File: src/rtl/t01_shift_out_pkg.sv
// ---------------------------------------------------------------------------
// t01_shift_out_pkg
// Shared types and defaults for the serial shift-out driver that feeds an
// external 74HC595-style shift register (LEDs / 7-segment displays).
// The defaults are also used by the top-level pad wiring, so changing the
// chain length or the shift clock rate only has to happen here.
// ---------------------------------------------------------------------------
package t01_shift_out_pkg;

  // Transfer phases: IDLE -> SETUP -> HIGH -> (SETUP | LATCH) -> IDLE
  typedef enum logic [1:0] {
    IDLE  = 2'd0,
    SETUP = 2'd1,
    HIGH  = 2'd2,
    LATCH = 2'd3
  } state;

  localparam int unsigned DEF_WIDTH     = 32'd16;
  localparam int unsigned DEF_CLK_DIV   = 32'd4;
  localparam bit          DEF_MSB_FIRST = 1'b1;

endpackage

File: src/rtl/t01_phase_timer.sv
// ---------------------------------------------------------------------------
// t01_phase_timer
// Measures the length of one driver phase: counts CLK_DIV clk cycles and
// flags the last one. The owner clears the count whenever a phase ends (or
// while nothing is happening), so every phase starts again from zero.
//
// Ports
//   clk    in  1  system clock, rising edge
//   rst    in  1  asynchronous, active-high reset
//   clear  in  1  restart counting from zero on the next clock
//   done   out 1  current cycle is the last cycle of the phase
// ---------------------------------------------------------------------------
module t01_phase_timer
  import t01_shift_out_pkg::*;
#(
  parameter int unsigned CLK_DIV = DEF_CLK_DIV
) (
  input  logic clk,
  input  logic rst,
  input  logic clear,
  output logic done
);

  localparam int unsigned CW = $clog2(CLK_DIV + 32'd1);
  localparam logic [CW-1:0] LAST_CNT = CW'(CLK_DIV - 32'd1);

  logic [CW-1:0] cnt_r;

  // Phase cycle counter; clear always wins, so it never runs past LAST_CNT
  always_ff @(posedge clk or posedge rst) begin
    if (rst) begin
      cnt_r <= '0;
    end else if (clear) begin
      cnt_r <= '0;
    end else begin
      cnt_r <= cnt_r + CW'(1);
    end
  end

  assign done = (cnt_r == LAST_CNT);

endmodule

File: src/rtl/t01_shift_out_driver.sv
// ---------------------------------------------------------------------------
// t01_shift_out_driver
// Serializes a parallel word onto an external 74HC595-style shift register.
// A word is taken over a valid/ready handshake, shifted out on ser_out with
// shift clock sclk_out (one SETUP and one HIGH phase of CLK_DIV cycles per
// bit), then latch_out is pulsed for CLK_DIV cycles to move the word onto the
// external pins. All pad outputs come directly from flops.
//
// Ports
//   clk         in  1      system clock, rising edge
//   rst         in  1      asynchronous, active-high reset
//   data_in     in  WIDTH  word to send, sampled only on accept
//   data_valid  in  1      word present on data_in
//   data_ready  out 1      driver idle; accept = data_valid & data_ready
//   busy        out 1      transfer in progress (SETUP/HIGH/LATCH)
//   ser_out     out 1      serial data to external SER pin
//   sclk_out    out 1      shift clock to external SRCLK pin
//   latch_out   out 1      storage latch to external RCLK pin
// ---------------------------------------------------------------------------
module t01_shift_out_driver
  import t01_shift_out_pkg::*;
#(
  parameter int unsigned WIDTH     = DEF_WIDTH,
  parameter int unsigned CLK_DIV   = DEF_CLK_DIV,
  parameter bit          MSB_FIRST = DEF_MSB_FIRST
) (
  input  logic             clk,
  input  logic             rst,
  input  logic [WIDTH-1:0] data_in,
  input  logic             data_valid,
  output logic             data_ready,
  output logic             busy,
  output logic             ser_out,
  output logic             sclk_out,
  output logic             latch_out
);

  localparam int unsigned BW = $clog2(WIDTH + 32'd1);
  localparam logic [BW-1:0] LAST_BIT = BW'(WIDTH - 32'd1);

  state             state_r;
  state             state_next_s;
  logic [WIDTH-1:0] shift_r;
  logic [WIDTH-1:0] shift_next_s;
  logic [BW-1:0]    bit_cnt_r;
  logic [BW-1:0]    bit_cnt_next_s;

  logic             ready_r;
  logic             busy_r;
  logic             ser_r;
  logic             sclk_r;
  logic             latch_r;
  logic             ready_next_s;
  logic             busy_next_s;
  logic             ser_next_s;
  logic             sclk_next_s;
  logic             latch_next_s;

  logic             accept_s;
  logic             phase_done_s;
  logic             timer_clear_s;
  logic             last_bit_s;
  logic             cur_bit_s;

  // ready_r is high exactly when state_r is IDLE, so this is the handshake
  assign accept_s   = data_valid & ready_r;
  assign last_bit_s = (bit_cnt_r == LAST_BIT);

  // Hold the timer at zero while idle; every busy phase ends on done, so
  // clearing on done restarts the count on each phase entry.
  assign timer_clear_s = (state_r == IDLE) | phase_done_s;

  t01_phase_timer #(
    .CLK_DIV (CLK_DIV)
  ) u_phase_timer (
    .clk   (clk),
    .rst   (rst),
    .clear (timer_clear_s),
    .done  (phase_done_s)
  );

  // State register
  always_ff @(posedge clk or posedge rst) begin
    if (rst) begin
      state_r <= IDLE;
    end else begin
      state_r <= state_next_s;
    end
  end

  // Next-state logic
  always_comb begin
    state_next_s = state_r;
    case (state_r)
      IDLE: begin
        if (accept_s) begin
          state_next_s = SETUP;
        end else begin
          state_next_s = IDLE;
        end
      end
      SETUP: begin
        if (phase_done_s) begin
          state_next_s = HIGH;
        end else begin
          state_next_s = SETUP;
        end
      end
      HIGH: begin
        if (phase_done_s) begin
          if (last_bit_s) begin
            state_next_s = LATCH;
          end else begin
            state_next_s = SETUP;
          end
        end else begin
          state_next_s = HIGH;
        end
      end
      LATCH: begin
        if (phase_done_s) begin
          state_next_s = IDLE;
        end else begin
          state_next_s = LATCH;
        end
      end
      default: begin
        state_next_s = IDLE;
      end
    endcase
  end

  // Shift register and bit counter: load on accept, advance at the end of HIGH
  always_comb begin
    shift_next_s   = shift_r;
    bit_cnt_next_s = bit_cnt_r;
    if (accept_s) begin
      shift_next_s   = data_in;
      bit_cnt_next_s = '0;
    end else if ((state_r == HIGH) && phase_done_s) begin
      if (MSB_FIRST) begin
        shift_next_s = shift_r << 1'b1;
      end else begin
        shift_next_s = shift_r >> 1'b1;
      end
      if (last_bit_s) begin
        bit_cnt_next_s = '0;
      end else begin
        bit_cnt_next_s = bit_cnt_r + BW'(1);
      end
    end else begin
      shift_next_s   = shift_r;
      bit_cnt_next_s = bit_cnt_r;
    end
  end

  // Datapath registers
  always_ff @(posedge clk or posedge rst) begin
    if (rst) begin
      shift_r   <= '0;
      bit_cnt_r <= '0;
    end else begin
      shift_r   <= shift_next_s;
      bit_cnt_r <= bit_cnt_next_s;
    end
  end

  // The bit on the wire is taken from the next shift value, so ser_out
  // changes together with the entry into SETUP and is steady through HIGH.
  always_comb begin
    if (MSB_FIRST) begin
      cur_bit_s = shift_next_s[WIDTH-1];
    end else begin
      cur_bit_s = shift_next_s[0];
    end
  end

  // Output decode from the next state, so every pad output is a flop
  always_comb begin
    ready_next_s = 1'b0;
    busy_next_s  = 1'b1;
    ser_next_s   = 1'b0;
    sclk_next_s  = 1'b0;
    latch_next_s = 1'b0;
    case (state_next_s)
      IDLE: begin
        ready_next_s = 1'b1;
        busy_next_s  = 1'b0;
      end
      SETUP: begin
        ser_next_s = cur_bit_s;
      end
      HIGH: begin
        ser_next_s  = cur_bit_s;
        sclk_next_s = 1'b1;
      end
      LATCH: begin
        latch_next_s = 1'b1;
      end
      default: begin
        ready_next_s = 1'b1;
        busy_next_s  = 1'b0;
      end
    endcase
  end

  // Output registers
  always_ff @(posedge clk or posedge rst) begin
    if (rst) begin
      ready_r <= 1'b1;
      busy_r  <= 1'b0;
      ser_r   <= 1'b0;
      sclk_r  <= 1'b0;
      latch_r <= 1'b0;
    end else begin
      ready_r <= ready_next_s;
      busy_r  <= busy_next_s;
      ser_r   <= ser_next_s;
      sclk_r  <= sclk_next_s;
      latch_r <= latch_next_s;
    end
  end

  assign data_ready = ready_r;
  assign busy       = busy_r;
  assign ser_out    = ser_r;
  assign sclk_out   = sclk_r;
  assign latch_out  = latch_r;

endmodule

File: config.mk
export PLATFORM = sky130hd
export DESIGN_NAME = t01_shift_out_driver
export DESIGN_NICKNAME = d
export VERILOG_FILES = /design/src/rtl/t01_shift_out_pkg.sv /design/src/rtl/t01_phase_timer.sv /design/src/rtl/t01_shift_out_driver.sv
export SDC_FILE = /design/constraint.sdc
export NUM_CORES = 1
export LEC_CHECK = 0
export BUFFER_PORTS_ARGS = -buffer_cell sky130_fd_sc_hd__buf_2
export CAP_MARGIN = 5
export CORE_UTILIZATION = 50
export DETAILED_ROUTE_END_ITERATION = 8
export PLACE_DENSITY_LB_ADDON = 0.05
export SLEW_MARGIN = 20
export SYNTH_ARGS = -nofsm -noshare
export SYNTH_HDL_FRONTEND = slang
export SYNTH_SLANG_ARGS = --single-unit
export TNS_END_PERCENT = 50
File: constraint.sdc
create_clock -name clk -period 2.9 [get_ports clk]
set_input_delay 0.58 -clock clk [delete_from_list [all_inputs] [get_ports clk]]
set_output_delay 0.58 -clock clk [all_outputs]
set_load 0.005 [all_outputs]
==> results.toml <==
[setup_path]
slowest_delay_ns = 0.39
crit_arrival_ns = 2.20
worstPathMaxFanout = 7
critical_path.endpoint_type = "register"
start_kind = "register"
cp_cell_sequence = "ha_1 > ha_1 > nand2_1 > o21ai_0 > o21ai_0 > ha_1 > o21ai_0 > a21oi_1"
path_class = "reg2reg"
critPathBufInv = 0
reg2reg_depth = 8
cp_num_cells = 8
cpLargestDelayFamily = "adder cells"
slowest_stage = "dfrtp_1"
cp.required_ns = 3.11
ff2ff_setup_slack_ns = 0.91

[clocking]
cts_sinks = 31
clockBufferDepth = 2
cts_buffers = 5
ctsRootBufferMaster = "clkbuf_4"
cts_hold_buf = 0
clock_latency_ns = 0.34
post-cts-setup-buffers = 0
post_cts_resized = 0
cts_tree = "done"
clkTransAtPathRegs_ns = 0.10
htreeDepth = 2

[timing]
max_slew_margin_pct = 53.2
finClkSkew_ns = 0.00808
finalCritPeriodShare_pct = 68.5
post-route-min-period_ns = 1.99
tightest_slew_ns = 0.701
slew_violations = 0
finalSetupViolations = 0
rsz0062_at_grt = "false"
hold_viol_final = 0
setup_tns_ns = 0
fmax_mhz = 504

[floorplan]
core_sq_mm = 0.00259
floorplan.initialDensity_pct = 54.9
die_w_um = 55.3
die_y_um = 55.3
rows = 18
io_pins = 24
die-area_sq_mm = 0.00306

[placed_design]
portBuffers = 23
placed_area_sq_mm = 0.00154
hpwl_um = 1750
gp_congestion = 0.700
placed_cells = 194

[detailed_routing]
first_pass_iters = 4
drc = 0
vias_per_cell = 5.44
drtIter0Drc = 15
wl_per_cell_um = 12.9
antenna_left = 0
vias = 1099
routed_wl_um = 2610

[yosys]
synth_top_family_by_area = "simple AND/OR/NAND/NOR gates"
synth_cell_types = 29
muxShareOfSynthArea_pct = 0.704
ys_seq_elements = 31
synth-compound-area-share_pct = 13.1
netlist_area_sq_mm = 0.00142
synth_fp_nets = 172
synth-xor-area-share_pct = 0.616
yosys.area_share.simple_pct = 20.3
synthAdderAreaFrac_pct = 6.16
ys_seq_area_share_pct = 54.6
syn_inst = 146
yosys_warnings = 0
synth_area_per_cell_sq_um = 9.74

[grt]
grt_pass1_vias = 1012
grt_pass1_wl_um = 4520
grt_use_total_pct = 19.3
antenna_found_initial = 0
gr-total-overflow = 0
grt_start_max_net_pins = 35

[pwr]
peakVddDrop_mv = 0.650
power.density_mw_per_mm2 = 923
p_total_mw = 1.50
seqPwrFrac_pct = 47.9
switchingPower_mw = 0.495
internal-power_mw = 1.01
power_switching_share_pct = 32.9
power_frac_clock_pct = 23.7
pwr-share-comb_pct = 28.4
leakagePower_nw = 0.820

[finish]
design_area_sq_mm = 0.00163
areaGrowthSynthToFinish_pct = 14.4
final_common_cell = "nand2_1"
mostFrequentLayoutCells = "nand2_1, dfrtp_1, buf_2, nor2_1, a31oi_1"
fin_cells = 202
n_antenna_cell = 0
drive_gt1_share_pct = 21.5
postLayoutCoreUtil_pct = 62.9
fin_nets = 197

[outcome]
status = "completed"

[min_path]
holdCritPathClass = "in2async"

[job]
cap_violations = 0
-- area by class of cell --
class / instances / area, sq um
Clock inverter: 2 / 35.0
Clock buffer: 6 / 51.3
Sequential cell: 31 / 777
Inverter: 4 / 15.0
Multi-Input combinational cell: 104 / 582
Fill cell: 225 / 962
Tap cell: 30 / 37.5
Timing Repair Buffer: 25 / 130
-- kinds of logic after synthesis --
kind of cell | count (synthesis)
fa+ha+maj | 7
simple gates | 67
xor+xnor | 1
mux | 1
buf+inv | 11
compound gates | 28
flops | 31
-- final timing paths --
check                                  startpoint                      to
setup / recovery           u_phase_timer.cnt_r[0]                 ser_out
hold / removal                                rst            bit_cnt_r[2]
setup reg to reg           u_phase_timer.cnt_r[0]                 ser_out
hold reg to reg            u_phase_timer.cnt_r[0]  u_phase_timer.cnt_r[0]
max in group asynchronous                     rst              data_ready
min in group clk           u_phase_timer.cnt_r[0]  u_phase_timer.cnt_r[0]
-- synth_stat cells --
library cell | number | area share (%)
a21o_1 | 1 | 0.53
nand4_1 | 1 | 0.44
ha_1 | 7 | 6.2
dfrtp_1 | 30 | 53
clkbuf_8 | 1 | 0.97
o21a_1 | 1 | 0.53
inv_1 | 4 | 1.1
nor2_1 | 20 | 5.3
clkbuf_1 | 3 | 0.79
o21bai_1 | 1 | 0.53
mux2i_1 | 1 | 0.70
buf_4 | 1 | 0.53
a31oi_1 | 14 | 6.2
buf_6 | 1 | 0.79
nand3b_2 | 1 | 0.79
buf_2 | 1 | 0.35
a21oi_1 | 5 | 1.8
dfstp_2 | 1 | 1.8
a311oi_2 | 1 | 1.1
nand3b_1 | 1 | 0.53
and3b_1 | 1 | 0.62
a41oi_2 | 1 | 1.1
xor2_1 | 1 | 0.62
o21ai_0 | 4 | 1.4
nand2_1 | 36 | 9.5
nand3_1 | 3 | 1.1
nand4b_1 | 2 | 1.2
and2_1 | 1 | 0.44
and3_1 | 1 | 0.44
-- power groups by stage --
stage | logic [mW] | registers, mW | clock network (mW)
after floorplan | 0.337 | 0.696 | 0
after global placement | 0.407 | 0.719 | 0
after detailed placement | 0.435 | 0.725 | 0
after CTS | 0.439 | 0.719 | 0.367
after global routing | 0.493 | 0.744 | 0.380
final | 0.427 | 0.720 | 0.356
-- stage by stage --
step           hold WS, ns  setup WS, ns
5_1_grt              0.354         0.731
3_5_place_dp         0.439         0.901
2_1_floorplan        0.410          1.15
4_1_cts              0.298         0.882
6_report             0.293         0.914
3_3_place_gp         0.419          1.00
-- routing by layer --
layer | up-vias | track usage (%) | routed length (um)
met5 | - | 0 | 0
met4 | 0 | 7.50 | 48
met3 | 6 | 6.56 | 142
met2 | 24 | 29.4 | 1210
met1 | 523 | 25.3 | 1210
li1 | 546 | - | -
-- worst register-to-register path: cells and delay by family (launching register included) --
family / cells / cell delay (ns)
adder cells (fa/ha/maj): 3 / 0.76
AND/OR/NAND/NOR: 1 / 0.10
flip-flops: 1 / 0.39
AO/OA/AOI/OAI: 4 / 0.62
-- sequential cells by signal (all words and copies together) (netlist names) --
signal	flops
shift_r	16
bit_cnt_r	5
u_phase_timer.cnt_r	3
state_r	2
busy	1
data_ready	1
latch_out	1
sclk_out	1
ser_out	1
Power figures use the tool's default switching activity.
